--- src/rtl/approx_mult_pkg.sv ---
// rtl/approx_mult_pkg.sv - shared constants, state type and keep clamp for the approximate multiplier
package approx_mult_pkg;

  localparam int WIDTH        = 8;
  localparam int KEEP_W       = 4;
  localparam int KEEP_DEFAULT = 5;
  localparam int IDX_W        = $clog2(WIDTH);
  localparam int PROD_W       = 2 * WIDTH;

  typedef enum logic [1:0] {
    IDLE = 2'd0,
    RUN  = 2'd1,
    DONE = 2'd2
  } state_t;

  // Any requested depth beyond the operand width keeps every partial product.
  function automatic logic [KEEP_W-1:0] clamp_keep(input logic [KEEP_W-1:0] k);
    if (k > KEEP_W'(WIDTH)) begin
      return KEEP_W'(WIDTH);
    end
    return k;
  endfunction

endpackage

--- src/rtl/approx_pp_step.sv ---
// rtl/approx_pp_step.sv - one shift-add slice of the partial-product accumulator
module approx_pp_step
  import approx_mult_pkg::*;
(
  input  logic [PROD_W-1:0] i_acc,
  input  logic [WIDTH-1:0]  i_a,
  input  logic              i_b_bit,
  input  logic [IDX_W-1:0]  i_idx,
  output logic [PROD_W-1:0] o_acc_next
);

  logic [PROD_W-1:0] w_pp;

  // Partial product for multiplier bit idx, added only when that bit is set.
  assign w_pp       = {{(PROD_W-WIDTH){1'b0}}, i_a} << i_idx;
  assign o_acc_next = i_b_bit ? (i_acc + w_pp) : i_acc;

endmodule

--- src/rtl/approx_mult_seq_ctrl.sv ---
// rtl/approx_mult_seq_ctrl.sv - sequential truncated-partial-product 8x8 multiplier with valid/ready handshake
module approx_mult_seq_ctrl
  import approx_mult_pkg::*;
(
  input  logic              i_clk,
  input  logic              i_rst_n,
  input  logic              i_in_valid,
  output logic              o_in_ready,
  input  logic [WIDTH-1:0]  i_a,
  input  logic [WIDTH-1:0]  i_b,
  input  logic              i_keep_sel,
  input  logic [KEEP_W-1:0] i_keep,
  output logic              o_out_valid,
  input  logic              i_out_ready,
  output logic [PROD_W-1:0] o_c,
  output logic              o_busy
);

  state_t            r_state;
  logic [WIDTH-1:0]  r_a;
  logic [WIDTH-1:0]  r_b;
  logic [PROD_W-1:0] r_acc;
  logic [IDX_W-1:0]  r_idx;
  logic [KEEP_W-1:0] r_cnt;
  logic              r_out_valid;
  logic              r_busy;

  logic [KEEP_W-1:0] w_keep_eff;
  logic [PROD_W-1:0] w_acc_next;
  logic              w_accept;

  // Depth chosen per operation, clamped so the counter never outruns the operand bits.
  assign w_keep_eff  = clamp_keep(i_keep_sel ? i_keep : KEEP_W'(KEEP_DEFAULT));
  assign o_in_ready  = (r_state == IDLE) && i_rst_n;
  assign w_accept    = i_in_valid && o_in_ready;
  assign o_out_valid = r_out_valid;
  assign o_busy      = r_busy;
  assign o_c         = r_acc;

  approx_pp_step u_step (
    .i_acc      (r_acc),
    .i_a        (r_a),
    .i_b_bit    (r_b[r_idx]),
    .i_idx      (r_idx),
    .o_acc_next (w_acc_next)
  );

  // Control FSM: accept operands, walk the kept partial products MSB-first, hold the result until taken.
  always_ff @(posedge i_clk) begin
    if (!i_rst_n) begin
      r_state     <= IDLE;
      r_a         <= '0;
      r_b         <= '0;
      r_acc       <= '0;
      r_idx       <= '0;
      r_cnt       <= '0;
      r_out_valid <= 1'b0;
      r_busy      <= 1'b0;
    end else begin
      case (r_state)
        IDLE: begin
          if (w_accept) begin
            r_a    <= i_a;
            r_b    <= i_b;
            r_acc  <= '0;
            r_idx  <= IDX_W'(WIDTH - 1);
            r_cnt  <= w_keep_eff;
            r_busy <= 1'b1;
            if (w_keep_eff == '0) begin
              r_state     <= DONE;
              r_out_valid <= 1'b1;
            end else begin
              r_state <= RUN;
            end
          end
        end
        RUN: begin
          r_acc <= w_acc_next;
          r_idx <= r_idx - IDX_W'(1);
          r_cnt <= r_cnt - KEEP_W'(1);
          if (r_cnt == KEEP_W'(1)) begin
            r_state     <= DONE;
            r_out_valid <= 1'b1;
          end
        end
        DONE: begin
          if (i_out_ready) begin
            r_state     <= IDLE;
            r_out_valid <= 1'b0;
            r_busy      <= 1'b0;
          end
        end
        default: begin
          r_state     <= IDLE;
          r_out_valid <= 1'b0;
          r_busy      <= 1'b0;
        end
      endcase
    end
  end

endmodule
--- config.mk ---
export PLATFORM = sky130hd
export DESIGN_NAME = approx_mult_seq_ctrl
export DESIGN_NICKNAME = d
export VERILOG_FILES = /design/src/rtl/approx_mult_pkg.sv /design/src/rtl/approx_pp_step.sv /design/src/rtl/approx_mult_seq_ctrl.sv
export SDC_FILE = /design/constraint.sdc
export NUM_CORES = 1
export LEC_CHECK = 0
export ABC_CLOCK_PERIOD_IN_PS = 8750
export CELL_PAD_IN_SITES_DETAIL_PLACEMENT = 1
export CELL_PAD_IN_SITES_GLOBAL_PLACEMENT = 1
export CORE_UTILIZATION = 45
export CTS_BUF_LIST = sky130_fd_sc_hd__clkbuf_8
export DETAILED_ROUTE_END_ITERATION = 8
export PLACE_DENSITY = 0.86
export SLEW_MARGIN = 40
export SYNTH_ARGS = -nofsm -noshare
export SYNTH_HDL_FRONTEND = slang
export SYNTH_SLANG_ARGS = --single-unit
--- constraint.sdc ---
create_clock -name i_clk -period 8.75 [get_ports i_clk]
set_input_delay 0.875 -clock i_clk [delete_from_list [all_inputs] [get_ports i_clk]]
set_output_delay 0.875 -clock i_clk [all_outputs]
set_load 0.02 [all_outputs]
Word level (Yosys, flattened, before mapping)
Cells that the tools add are included.
{"block": "totals", "reg_bits": 43, "latchBits": 0, "ram_bits": 0, "romBits": 0, "word_cells": 59, "memories": 0}
{"block": "op_classes", "n_addsub": 3, "mul": 0, "div_mod_pow": 0, "n_lt_le_gt_ge": 2, "n_eq_ne": 8, "shifts": 1, "n_mux": 25, "bitwise": 1, "n_reduce_logical": 11}
{"operator": "$mux 16", "count": 2}
{"operator": "$pmux 16 s2", "count": 1}
{"operator": "$add 16x16->16", "count": 1}
{"operator": "$mux 4", "count": 4}
{"operator": "$shl 8x3->16", "count": 1}
{"operator": "$reduce_and 3->1", "count": 3}
{"operator": "$mux 2", "count": 4}
{"operator": "$pmux 4 s2", "count": 1}
{"operator": "$mux 1", "count": 7}
{"operator": "$ne 2x2->1 const B", "count": 3}
{"operator": "$pmux 1 s3", "count": 2}
{"operator": "$pmux 2 s3", "count": 1}
{"operator": "$pmux 3 s2", "count": 1}
{"operator": "$eq 4x1->1 const B", "count": 1}
{"operator": "$gt 4x4->1 const B", "count": 1}
{"operator": "$logic_not 4->1", "count": 1}
{"operator": "$lt 3x4->1 const B", "count": 1}
{"operator": "$ne 2x1->1 const B", "count": 2}
{"operator": "$reduce_and 2->1", "count": 2}
{"operator": "$reduce_and 4->1", "count": 1}
{"operator": "$sub 4x1->4 const B", "count": 1}
{"operator": "$bmux 1 s3", "count": 1}
{"operator": "$mux 3", "count": 1}
{"operator": "$sub 3x1->3 const B", "count": 1}
{"operator": "other kinds (6)", "count": 7}

Longest topological paths before layout
Gate-level depths: netlist of run 1.
{"block": "logic_depth", "ltp_word": 8, "depth_mapped": 14}

Hierarchy
From an unflattened synthesis of run 1, not the netlist that was laid out.
{"block": "hier_totals", "cells_unflattened": 393, "hier_area_um2": 3085.5}
{"mod": "approx_mult_seq_ctrl", "instances": 1, "cells_each": 218, "area_per_inst_um2": 1854.3}
{"mod": "approx_pp_step", "instances": 1, "cells_each": 175, "area_per_inst_um2": 1231.2}

Least setup slack after synthesis of run 1
OpenSTA, ideal clock, no wires.
{"block": "synth_timing", "kind": "reg2reg", "start": "register r_idx[1]", "end": "register r_acc[8] (netlist: o_c[8])", "arrival_ps": 2704, "path_slack_ps": 5929, "stages_incl_launch_ff": 14, "n_path_buf": 2, "synth_period_minus_slack_ps": 2821, "path_cell_list": "dfxtp_1 > buf_6 > clkbuf_1 > inv_1 > nand3_1 > o21ai_0 > and2_1 > ha_1 > nor2b_1 > o31a_1 > or2_1 > a221o_1 > xor2_1 > a22o_1"}
{"block": "synth_between", "elab_chain_cells": 4, "elab_cells_between_ends": 8}
{"element": "from (decl)", "line": "approx_mult_seq_ctrl.sv:23", "rtl": "logic [IDX_W-1:0] r_idx;"}
{"element": "from (signal assigned)", "line": "approx_mult_seq_ctrl.sv:66", "rtl": "r_idx <= IDX_W'(WIDTH - 1);"}
{"element": "from (signal assigned)", "line": "approx_mult_seq_ctrl.sv:79", "rtl": "r_idx <= r_idx - IDX_W'(1);"}
{"element": "$shl 8x3->16 or $bmux 1 s3 (tied branches)", "line": "approx_pp_step.sv:15, approx_mult_seq_ctrl.sv:43"}
{"element": "$add 16x16->16 or $mux 1 (tied branches)", "line": "approx_pp_step.sv:16, approx_mult_seq_ctrl.sv:43"}
{"element": "$mux 16 or $ne 2x1->1 (tied branches)"}
{"element": "$pmux 16 s2 or $reduce_and 3->1 (tied branches)"}
{"element": "to (signal assigned)", "line": "approx_mult_seq_ctrl.sv:78", "rtl": "r_acc <= w_acc_next;"}
{"element": "to (decl)", "line": "approx_mult_seq_ctrl.sv:22", "rtl": "logic [PROD_W-1:0] r_acc;"}
Parallel ways exist; a longest one is shown, timed or not. The select of a mux whose other input is x is not followed.
A chain may end at the register's enable or synchronous reset.

Final worst setup path of run 1
{"block": "layout_timing", "start": "input port i_rst_n", "end": "output port o_in_ready"}
{"block": "layout_between", "elab_chain_cells": 1}
{"element": "from (decl)", "line": "approx_mult_seq_ctrl.sv:6", "rtl": "input logic i_rst_n,"}
{"element": "$logic_and 1x1->1", "line": "approx_mult_seq_ctrl.sv:34", "rtl": "assign o_in_ready = (r_state == IDLE) && i_rst_n;"}
{"element": "to (decl)", "line": "approx_mult_seq_ctrl.sv:8", "rtl": "output logic o_in_ready,"}
Every way passes these cells.

==> results.py, run 1 <==
metrics = {
    "cts": {
        "clk_pin_slew_ns": 0.09,
        "clock-sinks": 43,
        "cts_root_buffer": "clkbuf_8",
        "cts.path.max_buffers": 2,
        "tritoncts": "done",
        "clock_latency_ns": 0.30,
        "cts-htree-levels": 2,
        "post_cts_buffers": 0,
        "cts_resized": 0,
        "cts_hold_buf": 0,
        "cts_buffers": 5,
    },
    "setup_path": {
        "worstPathMaxFanout": 36,
        "cp.arrival_ns": 2.62,
        "crit_path_start_kind": "input port",
        "cp-end-kind": "output pin",
        "criticalPathCategory": "in -> out",
        "worstPathRequired_ns": 7.88,
    },
    "final_layout": {
        "nNetsFinal": 434,
        "final_cell_mix": "nand2_1 (67), clkdlybuf4s50_1 (43), dfxtp_1 (43)",
        "regArea_sq_um": 861,
        "finalNonFillerCells": 466,
        "num_antenna_cells": 0,
        "final_common_cell": "nand2_1",
        "final_layout_size_suffix_gt1_share_pct": 5.88,
        "multi_input_comb_area_sq_um": 1850,
        "final_util_pct": 56.8,
        "fill_cells": 759,
        "area_growth_syn_to_layout_pct": 20.0,
        "stdcell_area_sq_um": 3420,
    },
    "pwr": {
        "switching_share_pct": 30.1,
        "p_int_w": 0.000380,
        "leakage_nw": 1.38,
        "power.switching_w": 0.000164,
        "p_seq_share_pct": 41.9,
        "p_comb_share_pct": 23.6,
        "power.density_nw_per_um2": 159,
        "peakVddDrop_mv": 0.0836,
        "p_clk_share_pct": 34.5,
    },
    "synth": {
        "synth_top_area_share_pct": 30.2,
        "syn_area_per_cell_sq_um": 7.97,
        "ys_types": 57,
        "synth_area_leaders": "dfxtp_1 (30%), nand2_1 (8.8%), ha_1 (7.9%)",
        "ys_async_sr_fraction_pct": 0,
        "synthFlopType": "dfxtp_1",
        "synth.yosys.seq_area_share_pct": 30.2,
        "synth_area_sq_um": 2850,
        "synth_fp_nets": 402,
        "ys_ff_latch": 43,
        "synth-edff-count": 0,
        "synth_warnings": 0,
        "syn_inst": 358,
        "synth_top_area_cell": "dfxtp_1",
    },
    "grt": {
        "first_global_vias": 2706,
        "track_usage_pct": 24.0,
        "antenna_found_initial": 0,
        "grt_max_degree": 37,
        "grt_pass1_wl_um": 12300,
        "overflow": 0,
    },
    "sta": {
        "maxSlewHeadroom_pct": 52.5,
        "fin_worst_skew_ns": 0.00721,
        "slew_violations": 0,
        "fmax_mhz": 286,
        "finalSetupTns_ns": 0,
        "finalSetupViolCount": 0,
        "rsz0062_at_grt": "false",
        "tightest_slew_ns": 0.711,
        "fin_crit_ns": 3.50,
        "period_share_pct": 40.0,
        "hold_slack_ns": 0.462,
        "hold_viol_final": 0,
    },
    "route": {
        "wire_per_inst_um": 15.5,
        "viasPerCell": 5.62,
        "firstDrtPassIters": 4,
        "vias": 2621,
        "drc": 0,
        "wl_met1_um": 3400,
        "route.met2.wl_um": 3540,
        "route.met3.wl_um": 133,
        "routed.top_layer": "met4",
        "drtAntennaViolNets": 0,
        "drtIter0Drc": 72,
        "wirelength_um": 7220,
    },
    "floorplanning": {
        "start_util_pct": 47.3,
        "die_area_sq_um": 6660,
        "core-area_sq_um": 6030,
        "row_count": 28,
        "io_pins": 44,
        "die-height_um": 81.6,
        "die_w_um": 81.6,
    },
    "hold_path": {
        "hold_path.class": "reg -> reg",
    },
    "placement": {
        "dpl_cell_area_sq_um": 3290,
        "dp_hpwl_um": 5300,
        "dp.cells": 458,
        "portBuffers": 43,
        "globalplace.congestion": 0.903,
    },
    "flow_run": {
        "maxCapViolCount": 0,
    },
    "run_status": {
        "status": "finished clean",
    },
}
-- path summary, 6_finish.rpt --
kind / start / endpoint / slack (ns) / depth (start not counted)
hold / removal: r_b[1] / r_b[1] / 0.46 / 2
setup / recovery: i_rst_n / o_in_ready / 5.25 / 4
hold reg to reg: r_b[1] / r_b[1] / 0.46 / 2
setup reg to reg: r_idx[1] / o_c[11] / 5.42 / 11
-- critical path: stages --
cell	delay, ns
clkdlybuf4s50_1	0.45
buf_4	0.31
nor3b_1	0.31
clkdlybuf4s50_1	0.66
-- logic make-up (layout without fill, tap and decap cells) --
kind of cell	Yosys count	count (layout)	synth area share (%)
adder cells (fa/ha/maj)	19	19	8.60
flip-flops	43	43	30.2
XOR/XNOR	11	11	3.38
AND/OR/NAND/NOR	134	134	21.8
multiplexers	16	16	6.97
buffers and inverters	31	64	5.04
AO/OA/AOI/OAI	104	104	24.1
-- metal layers --
metal,GRT usage (%),vias to the layer above
met3,3.22,14
li1,-,1325
met2,43.1,41
met5,0,-
met4,8.95,0
met1,29.0,1241
-- registers in the layout, summed over array words and instances (netlist names) --
name and cells:
r_a 8, o_c 16, r_cnt 4, o_out_valid 1
r_state 2, r_idx 3, o_busy 1, r_b 8
-- cell type report --
| class | count | share of cell area (%) |
|---|---|---|
| Inverter | 12 | 1.32 |
| Tap cell | 75 | 2.74 |
| Multi-Input combinational cell | 284 | 54.0 |
| Clock inverter | 3 | 1.97 |
| Timing Repair Buffer | 44 | 12.8 |
| Clock buffer | 5 | 2.01 |
| Sequential cell | 43 | 25.1 |
-- through the flow --
stage / setup slack [ns] / total power, W
detailed placement: 5.23 / 0.000358
CTS: 5.21 / 0.000547
global placement: 5.32 / 0.000353
finish: 5.25 / 0.000544
global route: 5.10 / 0.000572
floorplan: 5.93 / 0.000321
-- cell usage after synthesis (all sizes together), types with 2 or more instances --
cell type,count
a211oi,4
a21boi,6
a21oi,19
a22o,10
a31oi,3
and2,5
and3,3
buf,7
clkbuf,12
dfxtp,43
ha,18
inv,12
mux2i,13
mux4,2
nand2,68
nand2b,6
nand3,4
nor2,24
nor2b,8
nor3,7
nor3b,2
o211a,4
o21a,7
o21ai,37
o22ai,5
xnor2,5
xor2,6
-- power by group through the flow --
stage / Sequential (W) / Clock, W / Combinational (W)
CTS: 0.000228 / 0.000190 / 0.000129
finish: 0.000228 / 0.000188 / 0.000128
global route: 0.000231 / 0.000198 / 0.000143
floorplan: 0.000220 / 0 / 0.000101
global placement: 0.000231 / 0 / 0.000122
detailed placement: 0.000232 / 0 / 0.000126
Note: power is estimated with default switching activity, not from simulation.
==> inputs of run 2 (changes only) <==
- ABC_CLOCK_PERIOD_IN_PS: 8750 -> 3100
- CORE_UTILIZATION: 45 -> 37
- PLACE_DENSITY: 0.86 -> 0.75
- clock period: 8.75 -> 3.1 ns (I/O delays scaled with it)
==> results.py, run 2 (synthesized netlist as in run 1, its figures left out) <==
metrics = {
    "run_status": {
        "status": "finished clean",
    },
    "hold_path": {
        "whs_path_depth": 1,
        "hold_path.class": "reg -> reg",
        "worstHoldStart": "o_c[15]",
    },
    "grt": {
        "grt_max_degree": 34,
        "antenna_found_initial": 0,
        "first_global_vias": 2679,
        "track_usage_pct": 19.0,
        "overflow": 0,
        "grt_pass1_wl_um": 12700,
    },
    "route": {
        "wl_met1_um": 3600,
        "route.met2.wl_um": 3610,
        "vias": 2656,
        "routed.top_layer": "met4",
        "wire_per_inst_um": 15.2,
        "drtAntennaViolNets": 0,
        "route.met3.wl_um": 211,
        "drc": 0,
        "firstDrtPassIters": 4,
        "viasPerCell": 5.34,
        "drtIter0Drc": 34,
        "wirelength_um": 7560,
    },
    "flow_run": {
        "maxCapViolCount": 0,
    },
    "sta": {
        "tightest_slew_ns": 0.471,
        "fmax_mhz": 347,
        "fin_worst_skew_ns": 0.00553,
        "finalSetupViolCount": 0,
        "slew_violations": 0,
        "fin_crit_ns": 2.88,
        "maxSlewHeadroom_pct": 68.5,
        "period_share_pct": 92.9,
        "hold_viol_final": 0,
        "finalSetupTns_ns": 0,
    },
    "final_layout": {
        "final_cell_mix": "nand2_1 (67), clkdlybuf4s50_1 (43), dfxtp_1 (42)",
        "final_util_pct": 47.4,
        "largest_reg_flops": 16,
        "area_growth_syn_to_layout_pct": 22.5,
        "final_layout_size_suffix_gt1_share_pct": 7.54,
        "final_common_cell": "nand2_1",
        "stdcell_area_sq_um": 3490,
        "finalNonFillerCells": 497,
        "num_antenna_cells": 0,
        "nNetsFinal": 442,
    },
    "setup_path": {
        "criticalPathCategory": "reg -> reg",
        "cp.arrival_ns": 3.08,
        "crit_path_start_kind": "register",
        "worstSetupStartpoint": "r_idx[1]",
        "r2r-start": "r_idx[1]",
        "worstPathMaxFanout": 12,
        "cp-end-kind": "register",
        "rr_worst_depth": 11,
        "worstPathRequired_ns": 3.30,
    },
    "cts": {
        "cts.path.max_buffers": 2,
        "tritoncts": "done",
        "cts_buffers": 5,
        "clock_latency_ns": 0.30,
        "cts_root_buffer": "clkbuf_8",
        "cts-htree-levels": 2,
        "clock-sinks": 43,
        "post_cts_buffers": 0,
        "clk_pin_slew_ns": 0.09,
        "cts_hold_buf": 0,
    },
    "floorplanning": {
        "start_util_pct": 38.7,
        "die-height_um": 89.8,
        "die_w_um": 89.8,
        "die_area_sq_um": 8060,
        "core-area_sq_um": 7370,
        "row_count": 31,
        "io_pins": 44,
    },
    "placement": {
        "dpl_cell_area_sq_um": 3380,
        "dp.cells": 490,
        "dp_hpwl_um": 5830,
        "globalplace.congestion": 0.831,
        "portBuffers": 43,
    },
    "pwr": {
        "leakage_nw": 1.41,
        "peakVddDrop_mv": 0.168,
        "power_w": 0.00146,
        "power.density_nw_per_um2": 419,
    },
}
[run 2: worst max-delay path, cell delays in order (launching register included)]
cell and delay (ns):
dfxtp_2 0.50, mux2i_1 0.27, o21ai_0 0.13, nand2_1 0.08
o21ai_0 0.09, ha_1 0.36, a21oi_1 0.25, inv_1 0.14
o41ai_4 0.43, o21ai_0 0.18, xor2_1 0.16, a22o_1 0.18
[run 2: final cells by class]
class / instances / area [sq um]
Tap cell: 99 / 124
Clock inverter: 2 / 37.5
Fill cell: 921 / 3870
Timing Repair Buffer: 52 / 498
Multi-Input combinational cell: 284 / 1860
Inverter: 12 / 45.0
Sequential cell: 43 / 862
Clock buffer: 5 / 68.8
[run 2: through the flow]
step	worst slack, ns	hold slack, ns
finish	0.221	0.464
global route	-0.0352	0.482
CTS	0.0469	0.466
detailed placement	0.0533	0.454
global placement	0.215	0.441
floorplan	0.279	0.419
[run 2: repair_timing]
action / 4_1_cts / 5_1_grt
setup endpoints to repair: 0 / 7
hold endpoints to repair: 0 / 0
resized for setup: 0 / 2
[run 2: report_power, final]
group / internal, W / switching, W
Combinational: 0.000176 / 0.000211
Sequential: 0.000588 / 0.0000446
Clock: 0.000236 / 0.000209
[run 2: final timing paths]
check	end	slack, ns
worst min register to register	o_c[15]	0.46
worst max-delay path	o_c[11]	0.22
worst max register to register	o_c[11]	0.22
worst min-delay path	o_c[15]	0.46
[run 2: layer usage]
| layer | global-route usage (%) | vias up |
|---|---|---|
| met4 | 5.87 | 0 |
| met2 | 33.1 | 48 |
| met3 | 2.79 | 14 |
| met5 | 0 | - |
| met1 | 24.0 | 1251 |
| li1 | - | 1343 |
